--- config.mk ---
export PLATFORM = sky130hd
export DESIGN_NAME = mem_arbiter
export DESIGN_NICKNAME = d
export VERILOG_FILES = /design/src/rtl/mem_arbiter.sv
export SDC_FILE = /design/constraint.sdc
export NUM_CORES = 1
export LEC_CHECK = 0
export CAP_MARGIN = 40
export CORE_AREA = 4 4 102 104
export CTS_BUF_LIST = sky130_fd_sc_hd__clkbuf_8
export CTS_CLUSTER_SIZE = 10
export DETAILED_ROUTE_END_ITERATION = 8
export DIE_AREA = 0 0 106 108
export DONT_BUFFER_PORTS = 1
export GPL_TIMING_DRIVEN = 0
export PLACE_DENSITY = 0.82
export SETUP_SLACK_MARGIN = 0.15
export SYNTH_ARGS = -nofsm -noshare
export SYNTH_HDL_FRONTEND = slang
export SYNTH_SLANG_ARGS = --single-unit
--- constraint.sdc ---
create_clock -name clk -period 4.51 [get_ports clk]
set_input_delay 0.451 -clock clk [delete_from_list [all_inputs] [get_ports clk]]
set_output_delay 0.451 -clock clk [all_outputs]
set_load 0.01 [all_outputs]
--- src/rtl/mem_arbiter.sv ---
// mem_arbiter: round-robin arbiter sharing one memory port between icache and dcache
module mem_arbiter #(
    parameter int ADDR_W = 32,
    parameter int DATA_W = 32
) (
    input  logic              clk,
    input  logic              rst,
    input  logic              i_req,
    input  logic [ADDR_W-1:0] i_addr,
    output logic [DATA_W-1:0] i_data,
    output logic              i_ack,
    input  logic              d_req,
    input  logic              d_we,
    input  logic [ADDR_W-1:0] d_addr,
    input  logic [DATA_W-1:0] d_wdata,
    output logic [DATA_W-1:0] d_rdata,
    output logic              d_ack,
    output logic              m_req,
    output logic              m_we,
    output logic [ADDR_W-1:0] m_addr,
    output logic [DATA_W-1:0] m_wdata,
    input  logic [DATA_W-1:0] m_rdata,
    input  logic              m_ack
);
    typedef enum logic [2:0] {IDLE, BUSY_I, BUSY_D, RESP_I, RESP_D} state_t;

    state_t state, state_n;
    logic   last_d;
    logic   grant_i, grant_d;
    logic   done_i, done_d;

    // grant decision in IDLE (ties go to the side that lost last time) and next state
    always_comb begin
        grant_i = 1'b0;
        grant_d = 1'b0;
        state_n = state;
        case (state)
            IDLE: begin
                grant_d = d_req && (!i_req || !last_d);
                grant_i = i_req && !grant_d;
                state_n = grant_d ? BUSY_D : (grant_i ? BUSY_I : IDLE);
            end
            BUSY_I:  state_n = m_ack ? RESP_I : BUSY_I;
            BUSY_D:  state_n = m_ack ? RESP_D : BUSY_D;
            default: state_n = IDLE;
        endcase
    end

    assign done_i = (state == BUSY_I) && m_ack;
    assign done_d = (state == BUSY_D) && m_ack;

    // state register
    always_ff @(posedge clk) begin
        if (rst) state <= IDLE;
        else     state <= state_n;
    end

    // registered memory-side request and cache-side responses
    always_ff @(posedge clk) begin
        if (rst) begin
            last_d  <= 1'b0;
            m_req   <= 1'b0;
            m_we    <= 1'b0;
            m_addr  <= '0;
            m_wdata <= '0;
            i_ack   <= 1'b0;
            d_ack   <= 1'b0;
            i_data  <= '0;
            d_rdata <= '0;
        end else begin
            i_ack <= done_i;
            d_ack <= done_d;
            if (grant_i || grant_d) begin
                m_req   <= 1'b1;
                m_we    <= grant_d && d_we;
                m_addr  <= grant_d ? d_addr : i_addr;
                m_wdata <= grant_d ? d_wdata : '0;
                last_d  <= grant_d;
            end
            if (done_i || done_d) m_req <= 1'b0;
            if (done_i) i_data <= m_rdata;
            if (done_d && !m_we) d_rdata <= m_rdata;
        end
    end
endmodule
==> run metrics <==
status=complete, no violations; die height=108 um; DRT antenna net count=0; switching portion of total power=32.3%; met3 wire len=1.94 mm; Seq pwr share=50.5%; Worst-path clk slew=80 ps; register area share after synthesis=50.8%; Final Hold Fails=0; f_max=560 MHz; starting density of the core=55.7%; via density per instance=6.46; max-capacitance violation count=0; # rows=36; placed cell count=723; ratio of final minimum period to clock period=39.6%; WL/cell=21.5 um; I/O Pins=266; Pins Over Slew Limit=0; fin cells=755; part of the power in combinational logic=16.1%; CTS tree=yes; Post-Syn Area per Cell=9.01 sq um; Worst EP arrival=2180 ps; maximum vdd drop=256 uV; yosys warns=0; synthesized netlist cell count=590; Worst Tran Pin Value=837 ps; IO buf count=0; initial antenna violation count=0; GRT Util Overall=28.3%; crit end category=flop; first-pass GRT wire length=25.6 mm; # diodes=0; die area=11,400 sq um; DR iter-0 viols=398; CTS-repair resized insts=0; Critical Path RT=4900 ps; total CTS buffers=17; TNS Setup=0 ps; P_int=1.90 mW; worst skew pair latency=450 ps; CTS Sinks=135; Pleak=1.99 nW; Residual DRC=0; uppermost layer routed=met4; drt total wl=16.2 mm; RSZ-0062 raised after global routing=false; grt ovf=0; net count after synthesis=724; Vias=4,879; Met1 Wirelength=5.77 mm; Root Driver=clkbuf_8; Worst setup SP type=flop; fin nets=743; Switch Pwr=0.906 mW; met2 routed WL=7.87 mm; Pwr Density=480 nW/um^2; final setup skew=9.64 ps; CP Max Fanout=10; commonest cells after routing, fill and taps aside=dfxtp_1, a21oi_1, nand3_1, o21ai_0, clkbuf_1; vias in the first global route=4,932; CP Class=flop to flop; Pre-Repair DR Iteration Count=5; P&R area growth vs syn=10.0%; Fillers=847; Bufs on Longest Clock Path=2; # hold bufs at CTS=0; Die Span X=106 um; Final setup viols=0; largest net degree at the start of global routing=17; Hold WC Path Type=primary input to flop; flops & latches, synth=135; Rel. slew slack=44.0%; setup repair bufs after CTS=0; Core Area=9550 sq um; count of cell types in the netlist=30; H-tree Lvls=4; synthesized cell area=5320 sq um; GPL Wtd Cong=0.861; layout cell share with drive strength beyond 1=11.4%; dpl hpwl=12.0 mm; Final min period=1790 ps; clock share of power=33.4%; most common cell after layout, fill and taps aside=dfxtp_1
-- kinds of logic (layout without fill, tap and decap cells) --
| logic type | Yosys count | after routing | share of synthesized area (%) |
|---|---|---|---|
| flops | 135 | 135 | 50.8 |
| simple gates | 116 | 116 | 11.9 |
| xor+xnor | 1 | 1 | 0.165 |
| compound gates | 265 | 265 | 29.8 |
| buf+inv | 73 | 105 | 7.25 |
-- Yosys cell counts --
library cell | number | area (sq um)
nand2_1 | 1 | 3.75
a21boi_2 | 1 | 11.3
nor3_2 | 1 | 10.0
buf_6 | 8 | 90.1
nor3_1 | 2 | 10.0
a311oi_1 | 33 | 289
nand3_1 | 97 | 485
a21oi_1 | 100 | 500
or2_2 | 1 | 6.26
o21ai_1 | 5 | 25.0
a21bo_2 | 1 | 10.0
a221oi_1 | 1 | 8.76
nor2_1 | 2 | 7.51
clkbuf_1 | 39 | 146
or3_4 | 1 | 11.3
nor3b_1 | 2 | 15.0
nor4bb_1 | 1 | 10.0
and4bb_2 | 1 | 12.5
nand2b_1 | 1 | 6.26
xnor2_1 | 1 | 8.76
inv_1 | 1 | 3.75
dfxtp_1 | 135 | 2700
nand4bb_1 | 1 | 11.3
nor2_8 | 1 | 20.0
nor2b_1 | 2 | 12.5
a22o_1 | 32 | 280
o21ai_0 | 92 | 460
buf_2 | 17 | 85.1
nor4_1 | 2 | 12.5
buf_4 | 8 | 60.1
-- worst max-delay path, stage by stage (launching register included) --
cell and delay, ps:
dfxtp_1 410, buf_2 240, and4bb_2 270, nor2_1 320, buf_2 310, a22o_1 170
-- power groups by stage --
stage,logic (mW),registers [mW],clock network (mW)
4_1_cts,0.450,1.42,0.949
6_report,0.453,1.42,0.937
3_5_place_dp,0.448,1.44,0
2_1_floorplan,0.357,1.41,0
5_1_grt,0.509,1.43,1.01
3_3_place_gp,0.432,1.44,0
-- path summary, 6_finish.rpt --
path,startpoint,end,slack [ps],cells past startpoint
setup / recovery,state[2],i_data[4],2720,5
hold / removal,m_rdata[21],i_data[21],120,1
setup reg to reg,state[2],i_data[4],2720,5
hold reg to reg,m_wdata[8],m_wdata[8],530,2
-- per-layer routing --
metal  global-route usage [%]  up-vias
met1                     30.8     2278
met4                     12.3        0
met5                        0        -
met2                     47.7      289
li1                         -     2249
met3                     13.0       63
-- registers in the layout, indices dropped and copies added, names as in the netlist --
| register | cells |
|---|---|
| last_d | 1 |
| m_req | 1 |
| i_data | 32 |
| i_ack | 1 |
| d_rdata | 32 |
| state | 3 |
| m_addr | 32 |
| m_we | 1 |
| m_wdata | 32 |
-- area by class of cell --
| class | count | area (sq um) | share of cell area [%] |
|---|---|---|---|
| clock inverter | 15 | 133 | 2.27 |
| buffer | 72 | 382 | 6.52 |
| inverter | 1 | 3.75 | 0.0642 |
| sequential | 135 | 2700 | 46.2 |
| tap | 133 | 166 | 2.84 |
| clock buffer | 17 | 234 | 4.00 |
| multi-input combinational | 382 | 2230 | 38.1 |
-- metrics by stage --
stage	area [sq um]	worst slack (ps)	hold WS [ps]	util [%]	total power [mW]
finish	5850	2720	122	61.3	2.81
global route	5850	2630	91.8	61.3	2.94
CTS	5850	2750	102	61.3	2.82
detailed placement	5480	2690	519	57.4	1.89
global placement	5480	2760	513	57.4	1.87
floorplan	5320	3030	498	-	1.77
Note: power is estimated with default switching activity, not from simulation.
